File: config.mk
export PLATFORM = sky130hd
export DESIGN_NAME = mips_prog_loader
export DESIGN_NICKNAME = d
export VERILOG_FILES = /design/src/rtl/mips_prog_loader.sv
export SDC_FILE = /design/constraint.sdc
export NUM_CORES = 1
export LEC_CHECK = 0
export CORE_ASPECT_RATIO = 1.4
export CORE_MARGIN = 5
export CORE_UTILIZATION = 57
export DETAILED_ROUTE_END_ITERATION = 6
export GPL_TIMING_DRIVEN = 0
export PLACE_DENSITY = 0.82
export SLEW_MARGIN = 10
export SYNTH_ARGS = -nofsm -noshare
export SYNTH_HDL_FRONTEND = slang
export SYNTH_SLANG_ARGS = --single-unit
File: constraint.sdc
create_clock -name clk1 -period 2.5 [get_ports clk1]
set_input_delay 0.375 -clock clk1 [delete_from_list [all_inputs] [get_ports clk1]]
set_output_delay 0.375 -clock clk1 [all_outputs]
set_load 0.01 [all_outputs]
File: src/rtl/mips_prog_loader.sv
// ============================================================================
//  Module      : mips_prog_loader
//  Description : Byte-stream program loader for the MIPS_32_BITS word memory.
//                Receives a framed, MSB-first byte stream
//                  ADDR(4) | COUNT(4) | COUNT x DATA(4) | CHK(1)
//                assembles big-endian 32-bit words and writes them to
//                consecutive (wrapping) word addresses. It keeps the CPU
//                halted while a frame is in progress and checks a trailing
//                XOR checksum over all data bytes.
//  Ports       : clk1 / rst        clock, synchronous active-high reset
//                in_valid/in_data  byte stream input
//                in_ready          byte accepted when in_valid & in_ready
//                mem_we/mem_addr/mem_wdata  registered word write port
//                cpu_halt          high while a frame is in progress
//                load_done         one-cycle end-of-frame pulse
//                load_err          sticky checksum mismatch flag
//                busy              frame partially received
//  Revision    : 1.0 - initial release
// ============================================================================
`timescale 1ns/1ps
`default_nettype none

module mips_prog_loader #(
    parameter int ADDR_W = 10
) (
    input  logic              clk1,
    input  logic              rst,
    input  logic              in_valid,
    input  logic [7:0]        in_data,
    output logic              in_ready,
    output logic              mem_we,
    output logic [ADDR_W-1:0] mem_addr,
    output logic [31:0]       mem_wdata,
    output logic              cpu_halt,
    output logic              load_done,
    output logic              load_err,
    output logic              busy
);

    typedef enum logic [2:0] {
        S_ADDR = 3'd0,
        S_CNT  = 3'd1,
        S_DATA = 3'd2,
        S_CHK  = 3'd3,
        S_DONE = 3'd4
    } state_t;

    state_t            r_state;
    state_t            w_state_nxt;
    logic [1:0]        r_bcnt;
    logic [23:0]       r_shift;
    logic [ADDR_W-1:0] r_waddr;
    logic [ADDR_W:0]   r_wleft;
    logic [7:0]        r_xor;
    logic              r_we;
    logic [ADDR_W-1:0] r_mem_addr;
    logic [31:0]       r_mem_wdata;
    logic              r_halt;
    logic              r_err;

    logic              w_accept;
    logic              w_word_end;
    logic [31:0]       w_word;
    logic [ADDR_W:0]   w_cnt;

    // in_ready depends on the state register only, so there is no
    // combinational path from in_valid back to in_ready.
    assign in_ready   = (r_state != S_DONE);
    assign load_done  = (r_state == S_DONE);
    assign busy       = (r_state != S_ADDR) || (r_bcnt != 2'd0);
    assign w_accept   = in_valid && (r_state != S_DONE);
    assign w_word_end = w_accept && (r_bcnt == 2'd3);
    assign w_word     = {r_shift, in_data};
    assign w_cnt      = w_word[ADDR_W:0];

    assign mem_we     = r_we;
    assign mem_addr   = r_mem_addr;
    assign mem_wdata  = r_mem_wdata;
    assign cpu_halt   = r_halt;
    assign load_err   = r_err;

    always_ff @(posedge clk1) begin
        if (rst) begin
            r_state <= S_ADDR;
        end else begin
            r_state <= w_state_nxt;
        end
    end

    always_comb begin
        w_state_nxt = r_state;
        case (r_state)
            S_ADDR: if (w_word_end) w_state_nxt = S_CNT;
            S_CNT:  if (w_word_end) w_state_nxt = (w_cnt == '0) ? S_CHK : S_DATA;
            S_DATA: if (w_word_end && (r_wleft == {{ADDR_W{1'b0}}, 1'b1})) w_state_nxt = S_CHK;
            S_CHK:  if (w_accept) w_state_nxt = S_DONE;
            S_DONE: w_state_nxt = S_ADDR;
            default: w_state_nxt = S_ADDR;
        endcase
    end

    always_ff @(posedge clk1) begin
        if (rst) begin
            r_bcnt      <= 2'd0;
            r_shift     <= 24'd0;
            r_waddr     <= '0;
            r_wleft     <= '0;
            r_xor       <= 8'd0;
            r_we        <= 1'b0;
            r_mem_addr  <= '0;
            r_mem_wdata <= 32'd0;
            r_halt      <= 1'b0;
            r_err       <= 1'b0;
        end else begin
            r_we <= 1'b0;
            if (w_accept) begin
                if (r_state != S_CHK) begin
                    r_shift <= w_word[23:0];
                    r_bcnt  <= r_bcnt + 2'd1;
                end
                case (r_state)
                    S_ADDR: begin
                        // First byte of a new frame: halt the CPU and
                        // clear the previous frame's result.
                        if (r_bcnt == 2'd0) begin
                            r_halt <= 1'b1;
                            r_err  <= 1'b0;
                            r_xor  <= 8'd0;
                        end
                        if (w_word_end) r_waddr <= w_word[ADDR_W-1:0];
                    end
                    S_CNT: begin
                        if (w_word_end) r_wleft <= w_cnt;
                    end
                    S_DATA: begin
                        r_xor <= r_xor ^ in_data;
                        if (w_word_end) begin
                            r_we        <= 1'b1;
                            r_mem_addr  <= r_waddr;
                            r_mem_wdata <= w_word;
                            r_waddr     <= r_waddr + 1'b1;
                            r_wleft     <= r_wleft - 1'b1;
                        end
                    end
                    S_CHK: begin
                        r_err  <= (in_data != r_xor);
                        r_halt <= 1'b0;
                    end
                    default: ;
                endcase
            end
        end
    end

endmodule

`default_nettype wire

Word-level counts from Yosys, hierarchy flattened
Cells that the tools add are included.
Word-level totals
  bits in registers: 103
  bits in latches: 0
  RAM bits: 0
  memory bits (read-only): 0
  word-level logic and storage cells: 71
  memories: 0
Cells by class
  $add $sub $neg: 3
  $mul: 0
  divide/modulo/power cells: 0
  magnitude comparators: 0
  equal/unequal tests: 15
  shifts and indexed selects: 0
  muxes and demuxes: 19
  bitwise operators: 3
  reductions and logical operators: 20
Operator list (number)
  two-way mux 11 bit: 2
  case mux 11 bit (2 select lines): 1
  two-way mux 10 bit: 2
  case mux 10 bit (2 select lines): 1
  case mux 8 bit (2 select lines): 1
  two-way mux 3 bit: 4
  != test 2 bit, second input constant: 6
  case mux 3 bit (4 select lines): 1
  AND reduction 4 bit: 3
  equality test 11 x 1 -> 1 bit, second input constant: 1
  logical NOT 11 bit: 1
  subtractor 11 x 1 -> 11 bit, second input constant: 1
  adder 10 x 1 -> 10 bit, second input constant: 1
  AND reduction 3 bit: 3
  two-way mux 8 bit: 1
  != test 8 bit: 1
  nonzero test 2 bit: 4
  bitwise XOR 8 bit: 1
  equality test 3 x 2 -> 1 bit, second input constant: 2
  two-way mux 1 bit: 4
  case mux 1 bit (2 select lines): 2
  equality test 3 x 1 -> 1 bit, second input constant: 1
  equality test 3 bit, second input constant: 1
  logical AND 1 bit: 3
  other kinds (11): 12

Logic depth before layout (Yosys ltp)
Gate-level depths: netlist of the first run.
  word-level depth: 6
  mapped depth: 7

Worst setup path before layout of the first run
OpenSTA, ideal clock, no wires.
  path type: reg2reg
  start point: register r_bcnt[0]
  end point: register r_wleft[7]
  setup time: 0.115 ns
  arrival time: 1.607 ns
  required time: 2.385 ns
  slack: 0.779 ns
  cell stages (with the launch flop): 7
  buffers on the path: 1
  clock period less this slack: 1.721 ns
  cells stage by stage: dfxtp_1 ha_1 nand2_1 or3_1 buf_2 o21a_1 o21ba_1
Between the ends
  longest elaborated chain between the ends: 4
RTL lines
  start: declaration: line 50  | logic [1:0] r_bcnt;
  start signal: assignment: line 119  | r_bcnt <= r_bcnt + 2'd1;
  equality test 2 bit *: line 72  | assign w_word_end = w_accept && (r_bcnt == 2'd3);
  logical AND 1 bit *: line 72
  != test 2 bit (no source line)
  AND reduction 4 bit (no source line) *
  end signal: assignment: line 133  | if (w_word_end) r_wleft <= w_cnt;
  end signal: assignment: line 142  | r_wleft <= r_wleft - 1'b1;
  end: declaration: line 53  | logic [ADDR_W:0] r_wleft;
Every way passes the cells marked *; elsewhere a longest branch is shown, timed or not.
A chain may end at the register's enable or synchronous reset.

Final worst setup path of the first run
  start point: register r_state[1]
  end point: output port load_done
Between the ends
  longest elaborated chain between the ends: 1
RTL lines
  start: declaration: line 48  | state_t r_state;
  start signal: assignment: line 86  | r_state <= w_state_nxt;
  equality test 3 bit: line 69  | assign load_done = (r_state == S_DONE);
  end: declaration: line 35  | output logic load_done,
Every way passes these cells.

==> summary.md, run 1 <==
| Metric | Value |
|---|---|
| Outcome | `completed` |
| Via Count | `4,281` |
| Crit path max fanout | `8` |
| I/O pins | `59` |
| R2R Path End | `r_wleft[10]$_SDFFE_PP0P_` |
| Post-synthesis cell type count | `60` |
| Syn. warnings | `0` |
| Post-CTS Resized | `0` |
| Setup Skew | `0.0136 ns` |
| Syn Inst Count | `575` |
| Avg Synthesized Cell Area | `7.94 µm²` |
| H-tree Lvls | `3` |
| Final Cycle Share | `0.914` |
| Reg2reg setup slack | `0.50 ns` |
| Number of global-route vias before repair | `4,122` |
| Most common cell in the synthesized netlist | `nand2_1` |
| Max Fclk | `438 MHz` |
| Synth async-reset ratio | `0` |
| Die area | `9920 µm²` |
| Slew @ Worst Pin | `0.685 ns` |
| Die width | `85.6 µm` |
| CP Data Required Time | `2.12 ns` |
| Share of cells above drive strength 1 | `0.0719` |
| Register area share after synthesis | `0.452` |
| Worst Setup End Kind | `output port` |
| Average wire per standard cell | `16.6 µm` |
| Root buf cell | `clkbuf_8` |
| Storage cell area | `2060 µm²` |
| First-pass detailed-route iteration total | `5` |
| Path depth of the worst reg2reg path | `5` |
| Net Sw Frac | `0.271` |
| Combinational share of power | `0.060` |
| Num Clock Sinks | `103` |
| Max cap viols | `0` |
| Detailed Route Iter0 Violations | `336` |
| Final hold vios | `0` |
| Pleak | `1.77 nW` |
| Setup-failing EPs final | `0` |
| Rel. slew slack | `0.543` |
| I/O Buffers | `49` |
| FILL cells | `650` |
| Net Count, Synth | `591` |
| DR vias/cell | `5.79` |
| Yosys reg bits | `103` |
| Worst hold start | `in_data[3]` |
| DRC viols | `0` |
| ANT nets after route | `0` |
| Crit path kind | `register to output port` |
| Routability Congestion | `0.907` |
| Peak supply drop | `0.000413 V` |
| Final core area utilization | `0.689` |
| TritonCTS clock tree | `done` |
| P_int | `2.11 mW` |
| Pin count of the biggest net entering global routing | `21` |
| DRT Wirelength | `12,300 µm` |
| Clock power frac | `0.358` |
| CTS buffer count | `9` |
| Final setup margin | `0.216 ns` |
| Std cell rows | `38` |
| P&R area growth vs syn | `17.8%` |
| Net switching power | `0.783 mW` |
| Die height | `116 µm` |
| Top cells by count, synth | `nand2_1, dfxtp_1, a21oi_1` |
| Nets | `651` |
| Dominant synthesized flop cell | `dfxtp_1` |
| Top cell type's share of synthesized area | `0.452` |
| First-pass GRT wire length | `19,800 µm` |
| Ant. Diodes | `0` |
| Hold Crit Class | `input port to register` |
| Worst Hold Depth | `3` |
| Multi-input gate area | `2210 µm²` |
| Post-DP HPWL | `8930 µm` |
| Period minus WS final | `2.28 ns` |
| Arrival time at the worst endpoint | `1.91 ns` |
| Skew-Pair Late Insertion Delay | `0.39 ns` |
| Hold Path End | `mem_wdata[3]$_SDFFE_PP0P_` |
| Total GRT Usage | `0.252` |
| CP Launch Type | `register` |
| Aggregate global routing overflow | `0` |
| Sum Neg Setup Slack | `0 ns` |
| Dominant cell type by area after synthesis | `dfxtp_1` |
| Area contributors post-synth | `dfxtp_1, nand2_1, a21oi_1` |
| Total power | `2.89 mW` |
| Post-CTS setup buffer count | `0` |
| Setup WS pre-CTS | `0.370 ns` |
| Fin Hold WS | `0.325 ns` |
| Core area | `7800 µm²` |
| Worst r2r src | `r_bcnt[0]$_SDFFE_PP0P_` |
| Post-synth EDFFs | `0` |
| Initial Utilization | `0.585` |
| Post-synthesis instance area | `4560 µm²` |
| Max-slew violations | `0` |
| Sequential Power Share | `0.582` |
| Worst-path clk slew | `0.11 ns` |
| Cts hold-fix bufs | `0` |
| Max Root-Sink Buffers | `2` |
| Pwr dens | `538 nW/µm²` |
| Unrepaired setup endpoints after global routing | `no` |
| Initial antenna violation count | `0` |
-- state kept, by name, summed over array words and instances, names as in the netlist --
name	cells
r_bcnt	2
mem_we	1
r_state	3
r_shift	24
load_err	1
r_wleft	11
mem_addr	10
r_xor	8
r_waddr	10
cpu_halt	1
mem_wdata	32
-- layer usage --
| metal | vias up | track usage | wire length, µm |
|---|---|---|---|
| met5 | - | 0 | 0 |
| li1 | 2085 | - | - |
| met1 | 1990 | 0.284 | 4760 |
| met2 | 164 | 0.452 | 6200 |
| met3 | 42 | 0.0512 | 800 |
| met4 | 0 | 0.121 | 499 |
-- worst max path at each step --
| stage | startpoint | endpoint | slack (ns) | cells after the start |
|---|---|---|---|---|
| floorplan | r_bcnt[0]$_SDFFE_PP0P_ | r_wleft[7]$_SDFFE_PP0P_ | 0.78 | 6 |
| global route | r_state[1]$_SDFFE_PP0P_ | load_done | 0.14 | 4 |
| CTS | r_state[1]$_SDFFE_PP0P_ | load_done | 0.20 | 4 |
| finish | r_state[1]$_SDFFE_PP0P_ | load_done | 0.22 | 4 |
| detailed placement | in_valid | r_waddr[9]$_SDFFE_PP0P_ | 0.37 | 7 |
| global placement | in_valid | r_wleft[10]$_SDFFE_PP0P_ | 0.46 | 5 |
-- layout make-up --
class | instances | share of cell area
multi-input combinational | 413 | 0.412
sequential | 103 | 0.384
timing repair buffer | 49 | 0.0912
buffer | 49 | 0.0466
tap | 100 | 0.0233
clock buffer | 9 | 0.0230
clock inverter | 7 | 0.0135
inverter | 10 | 0.00698
-- layout by cell type, fill, tap and decap left out, types with 5 or more instances in the layout --
| cell type | instances |
|---|---|
| nand3_1 | 5 |
| nor3b_1 | 5 |
| dfxtp_1 | 103 |
| nor3_1 | 7 |
| and3_1 | 6 |
| inv_1 | 10 |
| o21ai_0 | 22 |
| nand3b_1 | 8 |
| clkbuf_1 | 26 |
| ha_1 | 5 |
| buf_2 | 11 |
| clkdlybuf4s50_1 | 49 |
| a21oi_1 | 97 |
| buf_4 | 8 |
| nand2_1 | 150 |
| xnor2_1 | 10 |
| clkbuf_8 | 9 |
| nand4_1 | 7 |
| nor2_1 | 22 |
-- power groups by stage --
stage / registers (mW) / clock network, mW / logic, mW
5_1_grt: 1.68 / 1.11 / 0.190
6_report: 1.68 / 1.04 / 0.174
3_5_place_dp: 1.72 / 0 / 0.171
3_3_place_gp: 1.72 / 0 / 0.166
4_1_cts: 1.68 / 1.04 / 0.172
2_1_floorplan: 1.71 / 0 / 0.114
-- worst max-delay path: stages, from the launching register on --
cell and delay, ns:
dfxtp_1 0.31, buf_4 0.15, or3b_1 0.44, inv_1 0.09, clkdlybuf4s50_1 0.53
-- per-stage QoR --
stage / area (µm²) / instances
floorplan: 4560 / 575
global placement: 5180 / 724
detailed placement: 5180 / 724
CTS: 5380 / 740
global route: 5380 / 740
finish: 5380 / 740
-- kinds of logic (layout without fill, tap and decap cells) --
kind of cell	count (synthesis)	count (layout)	share of synthesized area
simple gates	242	242	0.256
compound gates	154	154	0.192
flops	103	103	0.452
buf+inv	59	124	0.0631
xor+xnor	10	10	0.0192
fa+ha+maj	5	5	0.0137
mux	2	2	0.00466
(Power assumes the default switching activity.)
==> inputs of run 2 (changes only) <==
Settings changed: CTS_CLUSTER_DIAMETER set to 30.
==> results of run 2 <==
Same layout as run 1: the final DEF is identical, and so are final timing and power.
